===== config.mk =====
export PLATFORM = sky130hd
export DESIGN_NAME = uart_rx_param
export DESIGN_NICKNAME = d
export VERILOG_FILES = /design/src/rtl/uart_pkg.sv /design/src/rtl/uart_rx_sampler.sv /design/src/rtl/uart_rx_param.sv
export SDC_FILE = /design/constraint.sdc
export NUM_CORES = 1
export LEC_CHECK = 0
export ABC_CLOCK_PERIOD_IN_PS = 3000
export BUFFER_PORTS_ARGS = -buffer_cell sky130_fd_sc_hd__buf_2
export CORE_MARGIN = 1.5
export CORE_UTILIZATION = 40
export CTS_CLUSTER_SIZE = 25
export DETAILED_ROUTE_END_ITERATION = 7
export PLACE_DENSITY = 0.64
export SLEW_MARGIN = 20
export SYNTH_ARGS = -nofsm -noshare
export SYNTH_HDL_FRONTEND = slang
export SYNTH_SLANG_ARGS = --single-unit

===== constraint.sdc =====
create_clock -name clk -period 3 [get_ports clk]
set_input_delay 0.3 -clock clk [delete_from_list [all_inputs] [get_ports clk]]
set_output_delay 0.3 -clock clk [all_outputs]
set_load 0.05 [all_outputs]

===== src/rtl/uart_pkg.sv =====
// Shared types and helpers for the oversampling UART receiver.
// Optional parity support is selected with the RX_PARITY_EN macro.
package uart_pkg;

    localparam int STATE_W = 3;

    typedef enum logic [STATE_W-1:0] {
        ST_IDLE,
        ST_START,
        ST_DATA,
`ifdef RX_PARITY_EN
        ST_PARITY,
`endif
        ST_STOP,
        ST_BREAK
    } rx_state_e;

    // Phase indices of the three majority samples, centred on the bit.
    function automatic int maj_lo(input int oversample);
        return oversample / 2 - 1;
    endfunction

    function automatic int maj_mid(input int oversample);
        return oversample / 2;
    endfunction

    // The last sample doubles as the decision point for the bit.
    function automatic int maj_hi(input int oversample);
        return oversample / 2 + 1;
    endfunction

    function automatic logic maj3(input logic a, input logic b, input logic c);
        return (a & b) | (a & c) | (b & c);
    endfunction

endpackage


===== src/rtl/uart_rx_sampler.sv =====
// Line front end: 2-flop synchroniser, tick prescaler, bit-phase counter
// and 3-sample majority vote. The counters re-align to a start edge when
// the frame FSM asserts align_i.
module uart_rx_sampler
    import uart_pkg::*;
#(
    parameter int OVERSAMPLE    = 16,
    parameter int CLKS_PER_TICK = 27
) (
    input  logic clk,
    input  logic rst_n,
    input  logic din,
    input  logic align_i,
    output logic din_sync_o,
    output logic fall_o,
    output logic bit_stb_o,
    output logic bit_val_o
);

    localparam int PW = (CLKS_PER_TICK > 1) ? $clog2(CLKS_PER_TICK) : 1;
    localparam int FW = $clog2(OVERSAMPLE);

    localparam logic [PW-1:0] PRESC_LAST = PW'(CLKS_PER_TICK - 1);
    localparam logic [FW-1:0] PHASE_LAST = FW'(OVERSAMPLE - 1);
    localparam logic [FW-1:0] PH_LO      = FW'(maj_lo(OVERSAMPLE));
    localparam logic [FW-1:0] PH_MID     = FW'(maj_mid(OVERSAMPLE));
    localparam logic [FW-1:0] PH_HI      = FW'(maj_hi(OVERSAMPLE));

    logic          meta_q, sync_q, prev_q;
    logic [PW-1:0] presc_q;
    logic [FW-1:0] phase_q;
    logic          smp_lo_q, smp_mid_q;
    logic          tick;

    assign tick = (presc_q == PRESC_LAST);

    // Synchronise the asynchronous line and keep one cycle of history for edges.
    // NOTE: sequential state uses non-blocking assignments so every flop samples
    // the pre-edge value of its neighbour; blocking here would collapse the chain.
    always_ff @(posedge clk or negedge rst_n) begin
        if (!rst_n) begin
            meta_q <= 1'b1;
            sync_q <= 1'b1;
            prev_q <= 1'b1;
        end else begin
            meta_q <= din;
            sync_q <= meta_q;
            prev_q <= sync_q;
        end
    end

    // Prescaler and bit-phase counter, both restarted on an accepted start edge.
    always_ff @(posedge clk or negedge rst_n) begin
        if (!rst_n) begin
            presc_q <= '0;
            phase_q <= '0;
        end else if (align_i) begin
            presc_q <= '0;
            phase_q <= '0;
        end else if (tick) begin
            presc_q <= '0;
            phase_q <= (phase_q == PHASE_LAST) ? '0 : phase_q + 1'b1;
        end else begin
            presc_q <= presc_q + 1'b1;
        end
    end

    // Capture the first two majority samples; the third is taken live.
    always_ff @(posedge clk or negedge rst_n) begin
        if (!rst_n) begin
            smp_lo_q  <= 1'b1;
            smp_mid_q <= 1'b1;
        end else if (tick) begin
            if (phase_q == PH_LO)  smp_lo_q  <= sync_q;
            if (phase_q == PH_MID) smp_mid_q <= sync_q;
        end
    end

    assign din_sync_o = sync_q;
    assign fall_o     = prev_q & ~sync_q;
    assign bit_stb_o  = tick && (phase_q == PH_HI) && !align_i;
    assign bit_val_o  = maj3(smp_lo_q, smp_mid_q, sync_q);

endmodule


===== src/rtl/uart_rx_param.sv =====
// Parametrised UART receiver: start/data/stop framing on top of the
// majority-voting sampler, single holding register with valid/ready,
// framing-error and overrun pulses. Defining RX_PARITY_EN adds a parity
// bit after the data and the PARITY_ODD parameter.
module uart_rx_param
    import uart_pkg::*;
#(
    parameter int DATA_W        = 8,
    parameter int OVERSAMPLE    = 16,
    parameter int CLKS_PER_TICK = 27,
    parameter int STOP_BITS     = 1
`ifdef RX_PARITY_EN
    ,
    parameter bit PARITY_ODD    = 1'b0
`endif
) (
    input  logic              clk,
    input  logic              rst_n,
    input  logic              din,
    output logic [DATA_W-1:0] rx_data,
    output logic              rx_valid,
    input  logic              rx_ready,
    output logic              rx_frame_err,
    output logic              rx_overrun,
    output logic              rx_parity_err
);

    localparam int            BW        = $clog2(DATA_W);
    localparam logic [BW-1:0] BIT_LAST  = BW'(DATA_W - 1);
    localparam logic          STOP_LAST = 1'(STOP_BITS - 1);

    logic din_sync, fall, bit_stb, bit_val, align;

    rx_state_e         state_q;
    logic [DATA_W-1:0] shreg_q;
    logic [BW-1:0]     bit_cnt_q;
    logic              stop_cnt_q;
    logic              done_q;
    logic              ferr_q;
`ifdef RX_PARITY_EN
    logic              par_bad_q;
    logic              perr_q;
`endif

    logic [DATA_W-1:0] data_q;
    logic              valid_q;
    logic              ovr_q;

    // Only an edge seen while idle starts a frame and re-aligns the bit phase.
    assign align = (state_q == ST_IDLE) && fall;

    uart_rx_sampler #(
        .OVERSAMPLE    (OVERSAMPLE),
        .CLKS_PER_TICK (CLKS_PER_TICK)
    ) u_sampler (
        .clk        (clk),
        .rst_n      (rst_n),
        .din        (din),
        .align_i    (align),
        .din_sync_o (din_sync),
        .fall_o     (fall),
        .bit_stb_o  (bit_stb),
        .bit_val_o  (bit_val)
    );

    // Frame FSM: walks start, data, optional parity and stop bits on decision strobes.
    always_ff @(posedge clk or negedge rst_n) begin
        if (!rst_n) begin
            state_q    <= ST_IDLE;
            shreg_q    <= '0;
            bit_cnt_q  <= '0;
            stop_cnt_q <= 1'b0;
            done_q     <= 1'b0;
            ferr_q     <= 1'b0;
`ifdef RX_PARITY_EN
            par_bad_q  <= 1'b0;
            perr_q     <= 1'b0;
`endif
        end else begin
            // NOTE: pulse outputs default low every cycle so each fires for
            // exactly one clock without extra clear logic.
            done_q <= 1'b0;
            ferr_q <= 1'b0;
`ifdef RX_PARITY_EN
            perr_q <= 1'b0;
`endif
            case (state_q)
                ST_IDLE: begin
                    if (fall) begin
                        state_q    <= ST_START;
                        bit_cnt_q  <= '0;
                        stop_cnt_q <= 1'b0;
`ifdef RX_PARITY_EN
                        par_bad_q  <= 1'b0;
`endif
                    end
                end
                ST_START: begin
                    // A start bit that votes high was a glitch: drop it silently.
                    if (bit_stb) state_q <= bit_val ? ST_IDLE : ST_DATA;
                end
                ST_DATA: begin
                    if (bit_stb) begin
                        shreg_q <= {bit_val, shreg_q[DATA_W-1:1]};
                        if (bit_cnt_q == BIT_LAST) begin
                            bit_cnt_q <= '0;
`ifdef RX_PARITY_EN
                            state_q   <= ST_PARITY;
`else
                            state_q   <= ST_STOP;
`endif
                        end else begin
                            bit_cnt_q <= bit_cnt_q + 1'b1;
                        end
                    end
                end
`ifdef RX_PARITY_EN
                ST_PARITY: begin
                    if (bit_stb) begin
                        if (bit_val != ((^shreg_q) ^ PARITY_ODD)) begin
                            perr_q    <= 1'b1;
                            par_bad_q <= 1'b1;
                        end
                        state_q <= ST_STOP;
                    end
                end
`endif
                ST_STOP: begin
                    if (bit_stb) begin
                        if (!bit_val) begin
                            ferr_q  <= 1'b1;
                            state_q <= ST_BREAK;
                        end else if (stop_cnt_q == STOP_LAST) begin
                            // Back to idle at once so a start edge in the
                            // second half of the stop bit is honoured.
                            state_q <= ST_IDLE;
`ifdef RX_PARITY_EN
                            done_q  <= !par_bad_q;
`else
                            done_q  <= 1'b1;
`endif
                        end else begin
                            stop_cnt_q <= 1'b1;
                        end
                    end
                end
                ST_BREAK: begin
                    if (din_sync) state_q <= ST_IDLE;
                end
                default: state_q <= ST_IDLE;
            endcase
        end
    end

    // Holding register: load on completion, overrun if the old word is still unread.
    always_ff @(posedge clk or negedge rst_n) begin
        if (!rst_n) begin
            data_q  <= '0;
            valid_q <= 1'b0;
            ovr_q   <= 1'b0;
        end else begin
            ovr_q <= 1'b0;
            if (done_q) begin
                if (!valid_q || rx_ready) begin
                    data_q  <= shreg_q;
                    valid_q <= 1'b1;
                end else begin
                    ovr_q <= 1'b1;
                end
            end else if (valid_q && rx_ready) begin
                valid_q <= 1'b0;
            end
        end
    end

    assign rx_data      = data_q;
    assign rx_valid     = valid_q;
    assign rx_frame_err = ferr_q;
    assign rx_overrun   = ovr_q;
`ifdef RX_PARITY_EN
    assign rx_parity_err = perr_q;
`else
    assign rx_parity_err = 1'b0;
`endif

endmodule


### Word level (Yosys, flattened, before mapping)

Index checks and enable logic that the tools add are counted.
Widths: inputs -> output; s select.

* equal/unequal tests: 19
* add/sub/neg operators: 3
* $mul: 0
* muxes and demuxes: 36
* shift-type cells: 0
* bitwise logic cells: 7
* div/mod/pow operators: 0
* $lt $le $gt $ge: 0
* reduce and logical (&&, ||, !) cells: 20

Operator list (count)
* $mux 3: 11
* $mux 1: 16
* $pmux 3 s5: 1
* $eq 4x4->1 const B: 3
* $mux 4: 3
* $ne 2x2->1 const B: 6
* $mux 5: 2
* $reduce_and 2->1: 5
* $reduce_bool 2->1: 4
* $reduce_and 7->1: 1
* $eq 3x2->1 const B: 2
* $eq 3x3->1 const B: 2
* $pmux 3 s2: 1
* $add 5x1->5 const B: 1
* $eq 5x5->1 const B: 1
* $add 4x1->4 const B: 1
* $and 1x1->1: 4
* $eq 4x3->1 const B: 1
* $logic_and 1x1->1: 4
* $ne 2x1->1 const B: 2
* $reduce_and 4->1: 1
* $add 3x1->3 const B: 1
* $eq 3x1->1 const B: 1
* $logic_not 3->1: 1
* 8 further kinds: 10

* memories: 0
* latch bits: 0
* bits in registers: 41
* output and inout port bits: 12
* bits in read-only memories: 0
* RAM bits: 0

### Depth between registers and ports, before layout

Gate-level depths: netlist of run 1.

* depth after elaboration: 7
* depth in mapped cells: 6
* mapped depth without buffers: 5

### By module

A second synthesis of run 1 with hierarchy kept.

* cell total of the unflattened synthesis: 142
* area, all modules: 1830.5 um2

By module, submodules not included
* uart_rx_param: seq. area each 650.6 um2, area an instance 1128.6 um2, cells an instance 79, times used 1
* uart_rx_sampler: seq. area each 356.6 um2, area an instance 701.9 um2, cells an instance 63, times used 1

### Least setup slack after synthesis of run 1

OpenSTA, ideal clock, no wires.

* path kind: reg2reg
* from: register u_sampler.presc_q[0]
* to: register shreg_q[0]
* cell stages (with the launch flop): 7
* path slack: 1.304 ns
* clock period less this slack: 1.696 ns
* arrival: 1.571 ns
* cells stage by stage: dfrtp_1 inv_1 ha_1 nand4b_4 nor4_4 buf_6 mux2_2

* cells in the longest elaborated chain, start to end: 4

RTL lines
* start, declared: RTL line uart_rx_sampler.sv:30 `logic [PW-1:0] presc_q;`
* start signal, assigned: RTL line uart_rx_sampler.sv:64 `presc_q <= presc_q + 1'b1;`
* $eq 5x5->1: RTL line uart_rx_sampler.sv:35 `assign tick = (presc_q == PRESC_LAST);`
* $logic_and 1x1->1 (2 in a row): RTL line uart_rx_sampler.sv:81 `assign bit_stb_o = tick && (phase_q == PH_HI) && !align_i;`
* $reduce_and 2->1 (no line)
* end signal, assigned: RTL line uart_rx_param.sv:104 `shreg_q <= {bit_val, shreg_q[DATA_W-1:1]};`
* end, declared: RTL line uart_rx_param.sv:35 `logic [DATA_W-1:0] shreg_q;`

Every way passes these cells.
A chain may end at the register's enable or synchronous reset.

### Worst setup path in the final report of run 1

* from: register u_sampler.presc_q[0]
* to: register shreg_q[7]

The elaborated chain is that of the path after synthesis.

==> results of run 1 <==
[per-stage QoR]
stage	cell area, sq um	cells	util [%]
detailed placement	1880	204	43.8
global route	1990	212	46.4
global placement	1880	204	43.8
CTS	1990	212	46.4
finish	1990	212	46.4
floorplan	1770	141	-
[path summary, 6_finish.rpt]
check / startpoint / to / slack, ns / cells after the start
max in group asynchronous: rst_n / state_q[1] / 2.35 / 1
setup / recovery: u_sampler.presc_q[0] / shreg_q[7] / 0.95 / 5
setup reg to reg: u_sampler.presc_q[0] / shreg_q[7] / 0.95 / 5
hold / removal: din / u_sampler.meta_q / 0.11 / 1
min in group asynchronous: rst_n / rx_data[6] / 0.12 / 1
hold reg to reg: u_sampler.meta_q / u_sampler.din_sync_o / 0.36 / 0
[cell usage after synthesis, types with 2 or more instances]
| cell | instances |
|---|---|
| sky130_fd_sc_hd__o21ai_0 | 5 |
| sky130_fd_sc_hd__dfstp_2 | 5 |
| sky130_fd_sc_hd__nand2_1 | 8 |
| sky130_fd_sc_hd__dfrtp_1 | 35 |
| sky130_fd_sc_hd__nand3_1 | 5 |
| sky130_fd_sc_hd__nor3_1 | 5 |
| sky130_fd_sc_hd__mux2i_1 | 3 |
| sky130_fd_sc_hd__nor2_1 | 10 |
| sky130_fd_sc_hd__nand2b_1 | 2 |
| sky130_fd_sc_hd__mux2_2 | 19 |
| sky130_fd_sc_hd__inv_1 | 9 |
| sky130_fd_sc_hd__xor2_1 | 2 |
| sky130_fd_sc_hd__ha_1 | 7 |
| sky130_fd_sc_hd__a21oi_1 | 4 |
[critical path: cells and delay by family, from the launching register on]
family                   cells  cell delay [ns]
buffers and inverters        1             0.07
multiplexers                 1             0.41
AND/OR/NAND/NOR              2             0.83
flip-flops                   1             0.41
adder cells (fa/ha/maj)      1             0.21
[sequential cells by signal (all words and copies together) (netlist names)]
name	flops
u_sampler.phase_q	4
u_sampler.meta_q	1
state_q	3
u_sampler.smp_mid_q	1
bit_cnt_q	3
u_sampler.prev_q	1
rx_frame_err	1
rx_data	8
u_sampler.presc_q	5
u_sampler.din_sync_o	1
u_sampler.smp_lo_q	1
rx_valid	1
rx_overrun	1
done_q	1
shreg_q	8
[cell type report]
class | instances | area [sq um]
fillers | 393 | 2300
repair buffers | 14 | 70.1
clock buffers | 5 | 68.8
multi-input cells | 89 | 704
well taps | 52 | 65.1
inverters | 9 | 33.8
clock inverters | 3 | 42.5
flip-flops and latches | 40 | 1010
[where the power goes]
part | switching (mW) | leakage (nW) | total, mW | internal, mW
Sequential | 0.0657 | 0.523 | 0.660 | 0.594
Combinational | 0.0994 | 0.430 | 0.182 | 0.0826
Clock | 0.184 | 0.0541 | 0.430 | 0.246
Total | 0.349 | 1.01 | 1.27 | 0.923
[layout by cell type, fill, tap and decap left out, types with 2 or more instances in the layout]
cell type	count
sky130_fd_sc_hd__ha_1	7
sky130_fd_sc_hd__dfstp_2	5
sky130_fd_sc_hd__dfrtp_1	35
sky130_fd_sc_hd__a21oi_1	4
sky130_fd_sc_hd__nor3_1	5
sky130_fd_sc_hd__nand3_1	5
sky130_fd_sc_hd__xor2_1	2
sky130_fd_sc_hd__o21ai_0	5
sky130_fd_sc_hd__mux2_2	19
sky130_fd_sc_hd__nand2_1	8
sky130_fd_sc_hd__nor2_1	10
sky130_fd_sc_hd__buf_2	14
sky130_fd_sc_hd__nand2b_1	2
sky130_fd_sc_hd__mux2i_1	3
sky130_fd_sc_hd__inv_1	9
sky130_fd_sc_hd__clkbuf_8	5
[cells by family (layout without fill, tap and decap cells)]
| group | Yosys count | after routing | synth area share, % |
|---|---|---|---|
| compound gates | 14 | 14 | 4.81 |
| xor+xnor | 3 | 3 | 1.49 |
| fa+ha+maj | 8 | 8 | 5.52 |
| buf+inv | 12 | 31 | 3.25 |
| flops | 40 | 40 | 56.9 |
| mux | 22 | 22 | 13.8 |
| other cells | 1 | 1 | 0.212 |
| simple gates | 41 | 41 | 14.0 |
[metal layers]
metal	global-route usage (%)	up-vias
met4	6.75	0
met3	3.63	9
li1	-	522
met5	0	-
met2	21.0	33
met1	15.5	531
==> metrics.log, run 1 <==
INFO  metric met3_wire_len = ~120 microns
INFO  metric highest-signal-layer = met4
INFO  metric initial_antenna_violation_count = 0
INFO  metric synth_fp_nets = between 150 and 200
INFO  metric fin_nets = 170
INFO  metric unrepaired_setup_endpoints_after_global_routing = no
INFO  metric critical_path_class = register to register
INFO  metric clock_tree.htree_level_count = 2
INFO  metric synth.top_cells.by_area = sky130_fd_sc_hd__dfrtp_1, sky130_fd_sc_hd__mux2_2, sky130_fd_sc_hd__dfstp_2
INFO  metric postCtsSetupRepairBufs = 0
INFO  metric postRouteAntennaNets = 0
INFO  metric final-max-slew-violation-count = 0
INFO  metric routedLengthMet1 = 1270 microns
INFO  metric cts_root_buffer = sky130_fd_sc_hd__clkbuf_8
INFO  metric area_delta_synth_final = 12.6%
INFO  metric dp_hpwl = 2070 microns
INFO  metric grt_overflow_total = 0
INFO  metric first_global_vias = roughly 1,100
INFO  metric flops_latches_synth = 40
INFO  metric asyncSetResetFlopFracSynth = 100%
INFO  metric count_of_routing_violations_after_the_opening_detailed_route_iteration = between 40 and 50
INFO  metric clock-sinks = 40
INFO  metric detailroute.via_count = 1,095
INFO  metric arrival = 2.23 ns
INFO  metric p_per_area = 638 nW/um^2
INFO  metric finalWorstPathRequiredPeriod = just over 2 ns
INFO  metric setup_tns = 0 ns
INFO  metric total_leakage_power = 1.01 nW
INFO  metric post_synth.cell_area_avg = 12.5 sq um
INFO  metric synth_top_cell_area_share = 49.5%
INFO  metric drc = 0
INFO  metric io_pins = 16
INFO  metric irDropWorstVdd = 0.464 mV
INFO  metric post-route-worst-setup-slack = 0.945 ns
INFO  metric vias_per_cell = 5.17
INFO  metric synthesis.yosys.warnings = 0
INFO  metric antenna_cells_inserted = 0
INFO  metric design.core.area = 4290 sq um
INFO  metric endpoint_kind = register
INFO  metric slowest_delay = 0.65 ns
INFO  metric worstPathCellList = inv_1 -> ha_1 -> nand4b_4 -> nor4_4 -> mux2_2
INFO  metric gr-usage-all-layers = between 10% and 20%
INFO  metric die_height = 69.5 microns
INFO  metric fin_total_pwr = 1.27 mW
INFO  metric cp_slowest_cell = sky130_fd_sc_hd__nor4_4
INFO  metric final_layout_size_suffix_gt1_share = 31.9%
INFO  metric result_of_the_run = completed
INFO  metric start_util = 41.2%
INFO  metric wire_length_of_the_first_global_routing_pass = 4900 microns
INFO  metric synth_area_leader_cell = sky130_fd_sc_hd__dfrtp_1
INFO  metric synth-edff-count = 0
INFO  metric post_cts_resize_count = 0
INFO  metric cts_hold_buffers = 0
INFO  metric gp_congestion = between 0.8 and 0.9
INFO  metric hold_path.class = input port to register
INFO  metric die_area = 4830 sq um
INFO  metric critical_path.max_fanout = 11
INFO  metric maxClockFrequency = 487 MHz
INFO  metric clock_skew = 0.00698 ns
INFO  metric routed_wirelength = 2820 microns
INFO  metric cts_tree = yes
INFO  metric tightest_slew = ~0.86 ns
INFO  metric met2_length = 1360 microns
INFO  metric max_cap_viol_count = 0
INFO  metric routedWlPerCell = about 13 microns
INFO  metric slew-limit-headroom = 42.7%
INFO  metric cts.reportedPaths.clkPinSlew = 0.08 ns
INFO  metric synth_flop_cell = sky130_fd_sc_hd__dfrtp_1
INFO  metric io_buffers = 14
INFO  metric numCtsBuffers = 5
INFO  metric row_count = 24
INFO  metric setup_viol = 0
INFO  metric die_width = 69.5 microns
INFO  metric grt_start_max_net_pins = 41
INFO  metric clockBufferDepth = 2
INFO  metric synth.yosys.seq_area_share = 56.9%
INFO  metric syn-cell-area = 1770 sq um
INFO  metric worstSkewPairLatency = 0.29 ns
INFO  metric timing.hold.ws = 0.108 ns
INFO  metric yosysUniqueCellTypes = 36
INFO  metric placement.setup.worst_slack = just over 0.9 ns
INFO  metric syn_inst = 141
INFO  metric fin_crit_sh = 68.5%
INFO  metric final_hold_viol_count = 0
INFO  metric crit_required = 3.17 ns
INFO  metric drtPass1Iterations = 4
INFO  metric cp-start-kind = register
Power figures use the tool's default switching activity.
==> run 2: changes to the inputs <==
ABC_CLOCK_PERIOD_IN_PS = 2000   (was 3000)
clock period = 2 ns   (was 3 ns; I/O delays follow)
==> metrics.log, run 2 (synthesis results as in run 1) <==
INFO  metric cts.reportedPaths.clkPinSlew = around 0.070 ns
INFO  metric result_of_the_run = completed
INFO  metric tightest_slew = 0.844 ns
INFO  metric area_delta_synth_final = 11.9%
INFO  metric detailroute.via_count = approximately 1,100
INFO  metric max_cap_viol_count = 0
INFO  metric arrival = 1.98 ns
INFO  metric clock_skew = a little over 0.006 ns
INFO  metric first_global_vias = 1,084
INFO  metric final-max-slew-violation-count = 0
INFO  metric setup_viol = 0
INFO  metric maxClockFrequency = 556 MHz
INFO  metric postCtsSetupRepairBufs = 0
INFO  metric unrepaired_setup_endpoints_after_global_routing = no
INFO  metric cts_tree = yes
INFO  metric vias_per_cell = ~5.1
INFO  metric io_buffers = 14
INFO  metric drc = 0
INFO  metric worstSkewPairLatency = 0.29 ns
INFO  metric routed_wirelength = about 2700 microns
INFO  metric wire_length_of_the_first_global_routing_pass = 4820 microns
INFO  metric count_of_routing_violations_after_the_opening_detailed_route_iteration = 69
INFO  metric total_leakage_power = 1.00 nW
INFO  metric initial_antenna_violation_count = 0
INFO  metric r2r_setup_slack = around 0.20 ns
INFO  metric final_hold_viol_count = 0
INFO  metric fin_crit_sh = 89.9%
INFO  metric antenna_cells_inserted = 0
INFO  metric cp-start-kind = register
INFO  metric start_util = between 40% and 50%
INFO  metric setup_tns = 0 ns
INFO  metric slew-limit-headroom = 43.7%
INFO  metric gr-usage-all-layers = between 10% and 20%
INFO  metric critical_path_class = register to register
INFO  metric fillCellCount = 408
INFO  metric numCtsBuffers = 5
INFO  metric dp_hpwl = 1970 microns
INFO  metric layout_commonest_cell = sky130_fd_sc_hd__dfrtp_1
INFO  metric clock-sinks = 40
INFO  metric design.core.area = 4290 sq um
INFO  metric row_count = 24
INFO  metric p_per_area = 890 nW/um^2
INFO  metric layout_common_cells = sky130_fd_sc_hd__dfrtp_1, sky130_fd_sc_hd__mux2_2, sky130_fd_sc_hd__buf_2
INFO  metric fin_total_pwr = ~1.8 mW
INFO  metric clockBufferDepth = 2
INFO  metric final_layout_size_suffix_gt1_share = roughly a third
INFO  metric crit_required = 2.18 ns
INFO  metric critical_path.max_fanout = 11
INFO  metric gp_congestion = 0.799
INFO  metric clock_tree.htree_level_count = 2
INFO  metric cts_root_buffer = sky130_fd_sc_hd__clkbuf_8
INFO  metric routedWlPerCell = between 10 and 15 microns
INFO  metric fin_nets = 172
INFO  metric finalWorstPathRequiredPeriod = 1.80 ns
INFO  metric grt_overflow_total = 0
INFO  metric io_pins = 16
INFO  metric irDropWorstVdd = 0.610 mV
INFO  metric hold_path.class = input port to async pin
INFO  metric die_height = 69.5 microns
INFO  metric postRouteAntennaNets = 0
INFO  metric die_area = 4830 sq um
INFO  metric drtPass1Iterations = 4
INFO  metric endpoint_kind = register
INFO  metric post-route-util = around 46%
INFO  metric die_width = between 60 and 70 microns
INFO  metric grt_start_max_net_pins = between 40 and 50
[run 2: changes by cell type in the layout (fill, tap and decap cells not counted), sizes merged]
cell and delta:
bufinv -1, dlygate4sd3 +1, buf +1
[run 2: critical path, stage by stage, from the launching register on]
cell	delay (ns)
sky130_fd_sc_hd__dfrtp_1	0.41
sky130_fd_sc_hd__inv_1	0.07
sky130_fd_sc_hd__ha_1	0.20
sky130_fd_sc_hd__nand4b_4	0.18
sky130_fd_sc_hd__nor4_4	0.23
sky130_fd_sc_hd__buf_4	0.24
sky130_fd_sc_hd__mux2_2	0.35
[run 2: what timing repair did]
item,CTS,global route
hold buffers,1,0
endpoints found under the hold margin,1,0
gates resized for setup,0,0
[run 2: layout make-up]
class | count | area (sq um) | area share (%)
flip-flops and latches | 40 | 1010 | 50.9
clock inverters | 2 | 12.5 | 0.632
inverters | 9 | 33.8 | 1.71
repair buffers | 16 | 87.6 | 4.42
well taps | 52 | 65.1 | 3.29
multi-input cells | 89 | 704 | 35.6
clock buffers | 5 | 68.8 | 3.48
[run 2: final timing paths]
| path | start | end | cells after the start |
|---|---|---|---|
| worst max register to register | u_sampler.presc_q[0] | shreg_q[2] | 6 |
| worst max-delay path | u_sampler.presc_q[0] | shreg_q[2] | 6 |
| worst min register to register | u_sampler.meta_q | u_sampler.din_sync_o | 0 |
| max in group asynchronous | rst_n | bit_cnt_q[0] | 1 |
| min in group clk | rx_ready | rx_overrun | 3 |
| worst min-delay path | rst_n | rx_overrun | 1 |
[run 2: report_power, final]
part           total (mW)  internal, mW  switching (mW)
combinational       0.270         0.124           0.146
clock               0.501         0.236           0.265
sequential          0.991         0.891          0.0994
[run 2: stage by stage]
stage               hold WS, ns  std cells  cell area (sq um)  setup WS [ns]
global route             0.0758        213               1980         0.0948
CTS                      0.0447        213               1980          0.184
detailed placement        0.310        205               1890          0.193
finish                  0.00990        213               1980          0.203
floorplan               -0.0956        141               1770          0.304
global placement          0.307        205               1890          0.242
[run 2: routing by layer]
metal / global-route usage [%] / wire length [microns] / share of wire (%)
met5: 0 / 0 / 0
met4: 7.19 / 61 / 2.2
met3: 3.78 / 125 / 4.6
met2: 21.3 / 1360 / 50
met1: 15.0 / 1200 / 44
==> run 3: changes to the inputs <==
ABC_AREA = 1   (was not set)
ABC_CLOCK_PERIOD_IN_PS = 1400   (was 2000)
PLACE_DENSITY = 0.66   (was 0.64)
clock period = 1.4 ns   (was 2 ns; I/O delays follow)
==> metrics.log, run 3 <==
INFO  metric antenna_cells_inserted = 0
INFO  metric final_layout_size_suffix_gt1_share = 29.8%
INFO  metric dp_hpwl = 2260 microns
INFO  metric synthMuxAreaShare = 0.606%
INFO  metric finalWorstPathRequiredPeriod = 1.36 ns
INFO  metric cts.reportedPaths.clkPinSlew = 0.08 ns
INFO  metric synth_adder_area_share = 4.72%
INFO  metric placement.setup.worst_slack = 0.00730 ns
INFO  metric p_per_area = 1340 nW/um^2
INFO  metric arrival = 1.54 ns
INFO  metric synth-edff-count = 0
INFO  metric io_buffers = 14
INFO  metric die_height = a little over 70 microns
INFO  metric placed_cells_incl_taps = 276
INFO  metric endpoint_kind = register
INFO  metric start_util = 42.1%
INFO  metric clock_skew = 0.00584 ns
INFO  metric syn-cell-area = 1860 sq um
INFO  metric worstReg2RegEnd = shreg_q[1]
INFO  metric flops_latches_synth = 40
INFO  metric postRouteAntennaNets = 0
INFO  metric layout.cells.non_filler = 287
INFO  metric design.core.area = about 4400 sq um
INFO  metric post_synth_and_or_nand_nor_area_fraction = 24.7%
INFO  metric synth_area_leader_cell = sky130_fd_sc_hd__dfrtp_1
INFO  metric synth.top_cells.by_area = sky130_fd_sc_hd__dfrtp_1, sky130_fd_sc_hd__nand2_1, sky130_fd_sc_hd__dfstp_2
INFO  metric die_width = 71.1 microns
INFO  metric synth_top_cell_area_share = 47.2%
INFO  metric critical_path.max_fanout = 15
INFO  metric clockBufferDepth = 2
INFO  metric synth.most_common_cell = sky130_fd_sc_hd__nand2_1
INFO  metric synthXorXnorAreaFrac = under 10%
INFO  metric setup_viol = 0
INFO  metric post-route-worst-setup-slack = 0.0436 ns
INFO  metric die_area = 5060 sq um
INFO  metric rr_startpoint = state_q[0]
INFO  metric numCtsBuffers = 5
INFO  metric row_count = 24
INFO  metric fin_nets = between 200 and 250
INFO  metric setup.worst_path.end = shreg_q[1]
INFO  metric gp_congestion = 0.802
INFO  metric critPathLaunch = state_q[0]
INFO  metric io_pins = 16
INFO  metric maxClockFrequency = 737 MHz
INFO  metric drtPass1Iterations = 5
INFO  metric syn_inst = 202
INFO  metric cts_tree = yes
INFO  metric post_synth.cell_area_avg = approximately 9 sq um
INFO  metric cp-start-kind = register
INFO  metric cts_root_buffer = sky130_fd_sc_hd__clkbuf_8
INFO  metric result_of_the_run = completed
INFO  metric vias_per_cell = between 4 and 5
INFO  metric grt_start_max_net_pins = 19
INFO  metric hold_path.class = input port to register
INFO  metric detailroute.via_count = 1,388
INFO  metric crit_required = 1.58 ns
INFO  metric synthesis.yosys.warnings = 0
INFO  metric clock-sinks = 40
INFO  metric fin_total_pwr = 2.98 mW
INFO  metric routedWlPerCell = roughly 11 microns
INFO  metric r2r_setup_slack = 0.04 ns
INFO  metric timing.hold.ws = 0.117 ns
INFO  metric sw_frac_of_total = 33.1%
INFO  metric synth.yosys.seq_area_share = between 50% and 60%
INFO  metric most_used_standard_cells_in_the_synthesized_netlist = sky130_fd_sc_hd__nand2_1, sky130_fd_sc_hd__dfrtp_1, sky130_fd_sc_hd__inv_1
INFO  metric synth_top_family_by_area = simple AND/OR/NAND/NOR gates
INFO  metric synth_area_in_compound_gates = around 7.1%
INFO  metric synth_flop_cell = sky130_fd_sc_hd__dfrtp_1
INFO  metric fin_crit_sh = 96.9%
INFO  metric final_hold_viol_count = 0
INFO  metric final-max-slew-violation-count = 0
INFO  metric power_frac_seq = 48.6%
INFO  metric total_leakage_power = 1.15 nW
INFO  metric grt_overflow_total = 0
INFO  metric power_frac_clock = 24.0%
INFO  metric initial_antenna_violation_count = 0
INFO  metric r2r_cell_count = 6
INFO  metric p_int = 1.99 mW
INFO  metric setup_tns = 0 ns
INFO  metric area_delta_synth_final = 19.3%
INFO  metric count_of_routing_violations_after_the_opening_detailed_route_iteration = 89
INFO  metric layout_common_cells = sky130_fd_sc_hd__nand2_1, sky130_fd_sc_hd__dfrtp_1, sky130_fd_sc_hd__inv_1
INFO  metric critical_path_class = register to register
INFO  metric gr-usage-all-layers = 14.1%
INFO  metric yosysUniqueCellTypes = 27
INFO  metric drc = 0
INFO  metric share_comb_of_total_power = 27.4%
INFO  metric first_global_vias = 1,312
INFO  metric synth_fp_nets = around 210
INFO  metric worstSkewPairLatency = 0.28 ns
INFO  metric p_sw = 0.985 mW
INFO  metric clock_tree.htree_level_count = 2
INFO  metric unrepaired_setup_endpoints_after_global_routing = yes
INFO  metric max_cap_viol_count = 0
INFO  metric asyncSetResetFlopFracSynth = 100%
INFO  metric wire_length_of_the_first_global_routing_pass = 5620 microns
INFO  metric layout_commonest_cell = sky130_fd_sc_hd__nand2_1
INFO  metric routed_wirelength = 3110 microns
INFO  metric irDropWorstVdd = 1.06 mV
-- run 3: repair_timing --
item	4_1_cts	5_1_grt
pin swaps	1	4
endpoints found under the setup margin	3	21
hold buffers	2	0
resized for setup	0	16
buffers inserted	0	2
hold endpoints to repair	10	0
-- run 3: worst min path at each step --
stage,startpoint,to,depth (start not counted)
2_1_floorplan,rst_n,bit_cnt_q[0],0
3_3_place_gp,rst_n,bit_cnt_q[2],1
3_5_place_dp,rst_n,bit_cnt_q[2],1
4_1_cts,rx_ready,rx_overrun,4
5_1_grt,rx_ready,rx_overrun,4
6_report,rx_ready,rx_overrun,4
-- run 3: layout make-up --
type | count | area (sq um)
clock buffer | 5 | 68.8
timing repair buffer | 30 | 211
tap | 52 | 65.1
inverter | 26 | 97.6
fill | 411 | 2200
multi-input combinational | 132 | 752
sequential | 40 | 1010
clock inverter | 2 | 12.5
-- run 3: layer usage --
layer | share of wire (%) | wire [microns] | global-route usage (%)
met1 | 45 | 1410 | 17.3
met3 | 4.3 | 135 | 4.84
met4 | 0.87 | 27 | 3.77
met5 | 0 | 0 | 0
met2 | 49 | 1530 | 23.7
-- run 3: cells by family after synthesis --
kind of cell	Yosys count
adders and majority gates	7
DFF	40
xor gates and xnor gates	3
muxes	1
and+or+nand+nor	99
AOI/OAI and AO/OA	21
buffers and inverters	30
other	1
-- run 3: through the flow --
stage / cell area [sq um] / utilization, %
6_report: 2210 / 50.2
5_1_grt: 2210 / 50.2
4_1_cts: 2160 / 49.0
3_5_place_dp: 2060 / 46.7
3_3_place_gp: 2060 / 46.7
2_1_floorplan: 1860 / -
-- run 3: worst max-delay path, cell delays in order (launching register included) --
cell and delay (ns):
sky130_fd_sc_hd__dfrtp_1 0.44, sky130_fd_sc_hd__nor2_2 0.22, sky130_fd_sc_hd__nand2_2 0.09, sky130_fd_sc_hd__nand3b_4 0.21, sky130_fd_sc_hd__buf_12 0.17, sky130_fd_sc_hd__nand2_1 0.07, sky130_fd_sc_hd__o21ai_2 0.05
-- run 3: power groups by stage --
| stage | logic [mW] | registers, mW | clock network (mW) |
|---|---|---|---|
| finish | 0.816 | 1.45 | 0.713 |
| global route | 0.938 | 1.47 | 0.803 |
| CTS | 0.770 | 1.44 | 0.754 |
| detailed placement | 0.768 | 1.46 | 0 |
| global placement | 0.757 | 1.46 | 0 |
| floorplan | 0.542 | 1.45 | 0 |
